`src/rtl/matmul_sequencer.sv`:
```
// rtl/matmul_sequencer.sv - sequencer computing C = A x B through a one-cycle-latency memory port
module matmul_sequencer #(
  parameter int ADDR_W = 16,
  parameter int DATA_W = 32,
  parameter int DIM_W  = 8
) (
  input  logic              clock,
  input  logic              reset,
  input  logic              start,
  input  logic [DIM_W-1:0]  dim,
  input  logic [ADDR_W-1:0] base_a,
  input  logic [ADDR_W-1:0] base_b,
  input  logic [ADDR_W-1:0] base_c,
  output logic              busy,
  output logic              done,
  output logic [ADDR_W-1:0] mem_address,
  output logic [DATA_W-1:0] mem_data,
  output logic              mem_wren,
  input  logic [DATA_W-1:0] mem_q
);

  typedef enum logic [2:0] {
    S_IDLE,
    S_ADDR_A,
    S_ADDR_B,
    S_MAC,
    S_WRITE,
    S_DONE
  } state_t;

  state_t state_q, state_d;

  logic [DIM_W-1:0]  n_q, n_d;
  logic [DIM_W-1:0]  i_q, i_d;
  logic [DIM_W-1:0]  j_q, j_d;
  logic [DIM_W-1:0]  k_q, k_d;
  logic [ADDR_W-1:0] ba_q, ba_d;
  logic [ADDR_W-1:0] bb_q, bb_d;
  logic [ADDR_W-1:0] bc_q, bc_d;
  logic [DATA_W-1:0] acc_q, acc_d;
  logic [DATA_W-1:0] a_reg_q, a_reg_d;
  logic [ADDR_W-1:0] addr_q, addr_d;
  logic [DATA_W-1:0] wdata_q, wdata_d;
  logic              wren_q, wren_d;
  logic              busy_q, busy_d;
  logic              done_q, done_d;

  logic [DIM_W-1:0]  n_m1;
  logic              k_last, j_last, i_last;
  logic [DATA_W-1:0] mac_sum;

  // Row-major element address; the product and sums wrap at ADDR_W bits,
  // which matches computing row*n at full width and truncating the final sum.
  function automatic logic [ADDR_W-1:0] mat_addr(
    input logic [ADDR_W-1:0] base,
    input logic [DIM_W-1:0]  row,
    input logic [DIM_W-1:0]  col,
    input logic [DIM_W-1:0]  n
  );
    return base + ADDR_W'(row) * ADDR_W'(n) + ADDR_W'(col);
  endfunction

  assign n_m1   = n_q - DIM_W'(1);
  assign k_last = (k_q == n_m1);
  assign j_last = (j_q == n_m1);
  assign i_last = (i_q == n_m1);

  // The low DATA_W bits of a product do not depend on operand signedness,
  // so an unsigned multiply gives the truncated signed result directly.
  assign mac_sum = acc_q + a_reg_q * mem_q;

  // Next-state and registered-output values: each output is computed for the state being entered.
  always_comb begin
    state_d = state_q;
    n_d     = n_q;
    i_d     = i_q;
    j_d     = j_q;
    k_d     = k_q;
    ba_d    = ba_q;
    bb_d    = bb_q;
    bc_d    = bc_q;
    acc_d   = acc_q;
    a_reg_d = a_reg_q;
    addr_d  = addr_q;
    wdata_d = wdata_q;

    case (state_q)
      S_IDLE: begin
        if (start) begin
          if (dim != '0) begin
            n_d     = dim;
            ba_d    = base_a;
            bb_d    = base_b;
            bc_d    = base_c;
            i_d     = '0;
            j_d     = '0;
            k_d     = '0;
            acc_d   = '0;
            addr_d  = base_a;
            state_d = S_ADDR_A;
          end else begin
            state_d = S_DONE;
          end
        end
      end
      S_ADDR_A: begin
        addr_d  = mat_addr(bb_q, k_q, j_q, n_q);
        state_d = S_ADDR_B;
      end
      S_ADDR_B: begin
        a_reg_d = mem_q;
        state_d = S_MAC;
      end
      S_MAC: begin
        acc_d = mac_sum;
        if (!k_last) begin
          k_d     = k_q + DIM_W'(1);
          addr_d  = mat_addr(ba_q, i_q, k_q + DIM_W'(1), n_q);
          state_d = S_ADDR_A;
        end else begin
          k_d     = '0;
          addr_d  = mat_addr(bc_q, i_q, j_q, n_q);
          wdata_d = mac_sum;
          state_d = S_WRITE;
        end
      end
      S_WRITE: begin
        acc_d = '0;
        if (!j_last) begin
          j_d     = j_q + DIM_W'(1);
          addr_d  = mat_addr(ba_q, i_q, '0, n_q);
          state_d = S_ADDR_A;
        end else if (!i_last) begin
          j_d     = '0;
          i_d     = i_q + DIM_W'(1);
          addr_d  = mat_addr(ba_q, i_q + DIM_W'(1), '0, n_q);
          state_d = S_ADDR_A;
        end else begin
          state_d = S_DONE;
        end
      end
      S_DONE: begin
        state_d = S_IDLE;
      end
      default: begin
        state_d = S_IDLE;
      end
    endcase

    busy_d = (state_d == S_ADDR_A) || (state_d == S_ADDR_B) ||
             (state_d == S_MAC)    || (state_d == S_WRITE);
    done_d = (state_d == S_DONE);
    wren_d = (state_d == S_WRITE);
  end

  // State and datapath registers with synchronous reset.
  always_ff @(posedge clock) begin
    if (reset) begin
      state_q <= S_IDLE;
      n_q     <= '0;
      i_q     <= '0;
      j_q     <= '0;
      k_q     <= '0;
      ba_q    <= '0;
      bb_q    <= '0;
      bc_q    <= '0;
      acc_q   <= '0;
      a_reg_q <= '0;
      addr_q  <= '0;
      wdata_q <= '0;
      wren_q  <= 1'b0;
      busy_q  <= 1'b0;
      done_q  <= 1'b0;
    end else begin
      state_q <= state_d;
      n_q     <= n_d;
      i_q     <= i_d;
      j_q     <= j_d;
      k_q     <= k_d;
      ba_q    <= ba_d;
      bb_q    <= bb_d;
      bc_q    <= bc_d;
      acc_q   <= acc_d;
      a_reg_q <= a_reg_d;
      addr_q  <= addr_d;
      wdata_q <= wdata_d;
      wren_q  <= wren_d;
      busy_q  <= busy_d;
      done_q  <= done_d;
    end
  end

  assign busy        = busy_q;
  assign done        = done_q;
  assign mem_address = addr_q;
  assign mem_data    = wdata_q;
  assign mem_wren    = wren_q;

endmodule

```
`config.mk`:
```
export PLATFORM = sky130hd
export DESIGN_NAME = matmul_sequencer
export DESIGN_NICKNAME = d
export VERILOG_FILES = /design/src/rtl/matmul_sequencer.sv
export SDC_FILE = /design/constraint.sdc
export NUM_CORES = 2
export LEC_CHECK = 0
export CORE_UTILIZATION = 53
export CTS_CLUSTER_SIZE = 16
export DETAILED_ROUTE_END_ITERATION = 16
export GPL_TIMING_DRIVEN = 0
export MAX_ROUTING_LAYER = met4
export PLACE_DENSITY = 0.8
export SLEW_MARGIN = 20
export SYNTH_ARGS = -nofsm -noshare
export SYNTH_HDL_FRONTEND = slang
export SYNTH_SLANG_ARGS = --single-unit
```
`constraint.sdc`:
```
create_clock -name clock -period 7.7 [get_ports clock]
set_input_delay 0.77 -clock clock [delete_from_list [all_inputs] [get_ports clock]]
set_output_delay 0.77 -clock clock [all_outputs]
set_load 0.1 [all_outputs]
```
### After elaboration in Yosys (flattened, before gate mapping)

Index checks and enable logic that the tools add are counted.

| word-level totals | value |
|---|---|
| bits in registers | 198 |
| output and inout port bits | 51 |
| word-level logic and storage cells | 89 |
| bits of input ports | 91 |

| operators by class | value |
|---|---|
| add/sub/neg operators | 12 |
| equal/unequal tests | 17 |
| multipliers | 4 |
| reduce and logical (&&, ||, !) cells | 16 |
| mux-type cells | 25 |

Operators by type and width:

| kind | count |
|---|---|
| 32-bit case mux with 3 select lines | 1 |
| 16-bit 2-to-1 mux | 5 |
| 16-bit adder | 4 |
| 32-bit 2-to-1 mux | 2 |
| 16-bit case mux with 4 select lines | 1 |
| 8-bit 2-to-1 mux | 7 |
| 16-bit by 8-bit adder with 16-bit output | 3 |
| 8-bit by 8-bit multiplier with 16-bit output | 3 |
| 8-bit case mux with 2 select lines | 3 |
| 32-bit adder | 1 |
| 32-bit by 32-bit multiplier with 32-bit output | 1 |
| 8-bit by 1-bit adder with 8-bit output, second input constant | 3 |
| 8-bit == test | 3 |
| 3-bit 2-to-1 mux | 5 |
| 3-bit case mux with 5 select lines | 1 |
| 3-bit by 2-bit == test with 1-bit output, second input constant | 4 |
| 3-bit == test, second input constant | 3 |
| 3-bit AND reduction | 3 |
| 2-bit inequality test, second input constant | 4 |
| 4-bit AND reduction | 2 |
| 8-bit nonzero test | 1 |
| 8-bit by 1-bit subtractor with 8-bit output, second input constant | 1 |
| 3-bit by 1-bit == test with 1-bit output, second input constant | 2 |
| 5-bit AND reduction | 1 |
| other kinds (7) | 10 |

### Logic depth before layout (Yosys ltp)

| logic depth | value |
|---|---|
| depth after elaboration | 9 |
| depth in mapped cells | 29 |
| depth with buffers taken out | 27 |

### Worst setup path after synthesis

OpenSTA, ideal clock, no wires.

| timing | value |
|---|---|
| kind | input port to flip-flop |
| from | input port mem_q[5] |
| to | register wdata_q[28] (netlist: mem_data[28]) |
| stages | 25 |
| library setup time | 0.087 ns |
| path slack | 0.419 ns |
| data required time | 7.613 ns |
| buffers on the path | 2 |
| arrival time | 7.194 ns |
| cell sequence | clkbuf_1 -> clkbuf_1 -> nand2_1 -> fa_1 -> inv_1 -> fa_1 -> fa_1 -> fa_1 -> inv_1 -> fa_1 -> inv_1 -> fa_1 -> fa_1 -> fa_1 -> ha_1 -> and2_1 -> o21a_1 -> o21a_1 -> o21ai_0 -> nor2b_1 -> o21a_1 -> nand3b_1 -> a21o_1 -> xnor2_1 -> o31ai_1 |

| between the ends | value |
|---|---|
| longest elaborated chain between the ends | 2 |

Ends and longest elaborated chain:

| item | line | RTL |
|---|---|---|
| start: declaration | 19 | `input logic [DATA_W-1:0] mem_q` |
| 32-bit by 32-bit multiplier with 32-bit output | 70 | `assign mac_sum = acc_q + a_reg_q * mem_q;` |
| 32-bit adder | 70 |  |
| end signal: assignment | 186 | `wdata_q <= wdata_d;` |
| end: declaration | 43 | `logic [DATA_W-1:0] wdata_q, wdata_d;` |

No other way between the ends.
A chain may end at the register's enable or synchronous reset.

### Final worst setup path

| timing | value |
|---|---|
| from | input port mem_q[9] |
| to | register acc_q[31] |

| between the ends | value |
|---|---|
| longest elaborated chain between the ends | 3 |

Ends and longest elaborated chain:

| item | line | RTL |
|---|---|---|
| 32-bit by 32-bit multiplier with 32-bit output | 70 |  |
| 32-bit adder | 70 |  |
| 32-bit case mux with 3 select lines | 87 | `case (state_q)` |
| end signal: assignment | 167 | `acc_q <= '0;` |
| end signal: assignment | 183 | `acc_q <= acc_d;` |
| end: declaration | 40 | `logic [DATA_W-1:0] acc_q, acc_d;` |

No other way between the ends.

==> impl_metrics.json <==
{
  "status": "completed",
  "synthDistinctLibCells": 74,
  "crit_slowest_cell": "fa_1",
  "hold_path_startpoint": "mem_data[1]$_SDFFE_PP0P_",
  "required_ns": 8.03,
  "ant_nets": 0,
  "min_path_cells": 2,
  "worstSkewPairLatency_ns": 0.50,
  "cts.reportedPaths.clkPinSlew_ns": 0.08,
  "first_iter_violations": 2638,
  "arrival_ns": 7.90,
  "cts_sinks": 198,
  "crit_start": "mem_q[9]",
  "crit_path_frequent_cell": "fa_1",
  "numPortBuffers": 131,
  "wirelength_microns": 114000,
  "rrSetupSlack_ns": 0.17,
  "cts.htree.levels": 4,
  "final-hold-violation-count": 0,
  "nets": 5182,
  "fin_tns_setup_ns": 0,
  "synth_edf_count": 0,
  "cp-end-kind": "flop",
  "slew_headroom": 0.174,
  "layout-drive-gt1-share": 0.0486,
  "design_area_sq_um": 37600,
  "criticalPathCategory": "input port to flop",
  "synth_mux_area_frac": 0.00433,
  "grt_pass1_wl_microns": 176000,
  "place_area_sq_um": 36500,
  "synth_fa_ha_area_frac": 0.454,
  "crit_fanout": 10,
  "slew_viol_final": 0,
  "p_leak_uw": 0.0179,
  "ctsRootBufferMaster": "clkbuf_16",
  "worst_path_dominant_cell_family": "adder cells",
  "vias": 29200,
  "power_density_nw_per_um2": 138,
  "max-vdd-ir-drop_v": 0.000162,
  "drv_cap": 0,
  "start_kind": "input port",
  "max_freq_mhz": 132,
  "die_w_microns": 256,
  "regToRegEndpoint": "acc_q[30]$_SDFFE_PP0P_",
  "max_stage_delay_ns": 0.59,
  "rr_worst_depth": 27,
  "syn_nets": 5036,
  "grt_max_degree": 22,
  "dieArea_sq_um": 65400,
  "cts_tree": "built",
  "synth-compound-area-share": 0.0897,
  "finClkSkew_ns": 0.0305,
  "grt_pass1_vias": 29900,
  "min_period_over_period": 0.983,
  "clock_path_buffers": 2,
  "synth-seq-cells": 198,
  "core-area_sq_um": 63300,
  "avgSynthCellArea_sq_um": 8.40,
  "post-route-util": 0.594,
  "synth_xor_area_frac": 0.0555,
  "syn_to_final_growth_pct": 10.2,
  "finalCriticalPeriod_ns": 7.57,
  "synth_top_family_by_area": "adder cells",
  "numCtsBuffers": 17,
  "worst_r2r_startpoint": "a_reg_q[3]$_SDFFE_PP0P_",
  "drt_pre_antenna_iters": 6,
  "synth_area_sq_um": 34100,
  "die_h_microns": 256,
  "gp_congestion": 1.04,
  "post_drt_wl_per_cell_microns": 22.5,
  "yosys.area_share.simple": 0.175,
  "tightest_slew_ns": 1.24,
  "gr-usage-all-layers": 0.367,
  "synth_async_sr_flop_share": 0,
  "synth_cells": 4062,
  "pin_count": 142,
  "drc_errors": 0,
  "antenna_found_initial": 6,
  "grt_overflow": 0,
  "via_per_inst": 5.75,
  "synth-main-ff-cell": "dfxtp_1",
  "setup_viol": 0,
  "path_buf_inv": 5,
  "yosysSeqAreaShare": 0.116,
  "hold-path-endpoint": "mem_data[1]$_SDFFE_PP0P_",
  "hp-class": "flop to flop",
  "synth_warnings": 0,
  "place_hpwl_microns": 94000,
  "start_util": 0.539,
  "rows": 92
}
-- registers in the layout (all words and copies together), names as in the netlist --
| name | cells |
|---|---|
| a_reg_q | 32 |
| bc_q | 16 |
| i_q | 8 |
| k_q | 8 |
| mem_address | 16 |
| mem_wren | 1 |
| busy | 1 |
| bb_q | 16 |
| ba_q | 16 |
| done | 1 |
| j_q | 8 |
| mem_data | 32 |
| acc_q | 32 |
| state_q | 3 |
| n_q | 8 |
-- stage by stage --
stage	hold slack, ns	setup WS, ns	power, uW	cells
2_1_floorplan	0.432	0.419	3000	4062
6_report	0.455	0.132	5200	5075
5_1_grt	0.480	-0.0214	5470	5074
3_5_place_dp	0.446	-1.74	3970	5039
4_1_cts	0.456	0.000161	5030	5065
3_3_place_gp	0.441	-1.67	3900	5039
-- tightest hold or removal path, stage by stage, from the launching register on --
cell and delay (ns):
dfxtp_1 0.31, nand2_1 0.05, a21oi_1 0.05
-- timing repair --
action                     in CTS  in global routing
pin swaps                       3                  7
setup endpoints to repair      34                 25
resized for setup             133                182
gates cloned                    0                  0
hold buffers                    0                  0
buffers inserted                2                  5
-- layer usage --
layer	GRT usage	routed length, microns	up-vias
li1	-	-	12800
met1	0.454	43400	14400
met2	0.556	50800	1613
met3	0.0841	12200	398
met4	0.206	7930	0
met5	-	0	-
-- placed cells by master (no fill, tap or decap), types with 9 or more instances in the layout --
cell type and n:
a211oi_1 21, a21o_1 39, a21oi_1 204, a22oi_1 41
a31oi_1 9, and2_1 241, buf_2 15, buf_4 19
clkbuf_1 99, clkbuf_16 18, clkbuf_2 44, clkbuf_4 31
clkdlybuf4s50_1 118, dfxtp_1 192, fa_1 589, ha_1 289
inv_1 746, mux2i_1 11, nand2_1 751, nand2b_1 13
nand3_1 37, nand4_1 9, nor2_1 155, nor2b_1 14
nor3_1 38, o211ai_1 9, o21a_1 26, o21ai_0 53
o21bai_1 13, or3_1 11, xnor2_1 131, xnor3_1 9
xor2_1 54
-- power breakdown --
part | switching, uW | internal, uW
logic | 1960 | 1150
clock network | 508 | 440
registers | 63.7 | 1080
-- cell families after synthesis --
| group | Yosys count |
|---|---|
| AOI/OAI and AO/OA | 488 |
| DFF | 198 |
| xor gates and xnor gates | 202 |
| buffers and inverters | 961 |
| and+or+nand+nor | 1316 |
| adders and majority gates | 883 |
| muxes | 14 |
-- layout make-up --
class	count	area, sq um
plain buffers	204	1060
diodes	8	20.0
clock inverters	15	175
clock buffers	17	425
multi-input cells	2903	26700
repair buffers	138	1350
inverters	746	2800
fillers	5588	25700
well taps	846	1060
flip-flops and latches	198	3970
-- worst max-delay path by stage --
stage	end	slack (ns)	depth (start not counted)
detailed placement	mem_data[28]$_SDFFE_PP0P_	-1.74	26
finish	acc_q[31]$_SDFFE_PP0P_	0.13	25
floorplan	mem_data[28]$_SDFFE_PP0P_	0.42	25
global route	mem_address[14]$_SDFFE_PP0P_	-0.02	28
global placement	mem_data[28]$_SDFFE_PP0P_	-1.67	26
CTS	mem_address[14]$_SDFFE_PP0P_	0.0002	28
-- Yosys cell counts, types with 13 or more instances --
library cell / n / share of area
nand2_1: 751 / 0.083
inv_1: 746 / 0.082
fa_1: 590 / 0.35
ha_1: 293 / 0.11
and2_1: 241 / 0.044
a21oi_1: 206 / 0.030
clkbuf_1: 201 / 0.022
dfxtp_1: 198 / 0.12
nor2_1: 156 / 0.017
xnor2_1: 138 / 0.035
o21ai_0: 55 / 0.0081
xor2_1: 55 / 0.014
a22oi_1: 42 / 0.0092
a21o_1: 39 / 0.0086
nand3_1: 38 / 0.0056
nor3_1: 38 / 0.0056
o21a_1: 26 / 0.0057
a211oi_1: 23 / 0.0051
nor2b_1: 15 / 0.0028
nand2b_1: 13 / 0.0024
o21bai_1: 13 / 0.0029
Power figures use the tool's default switching activity.
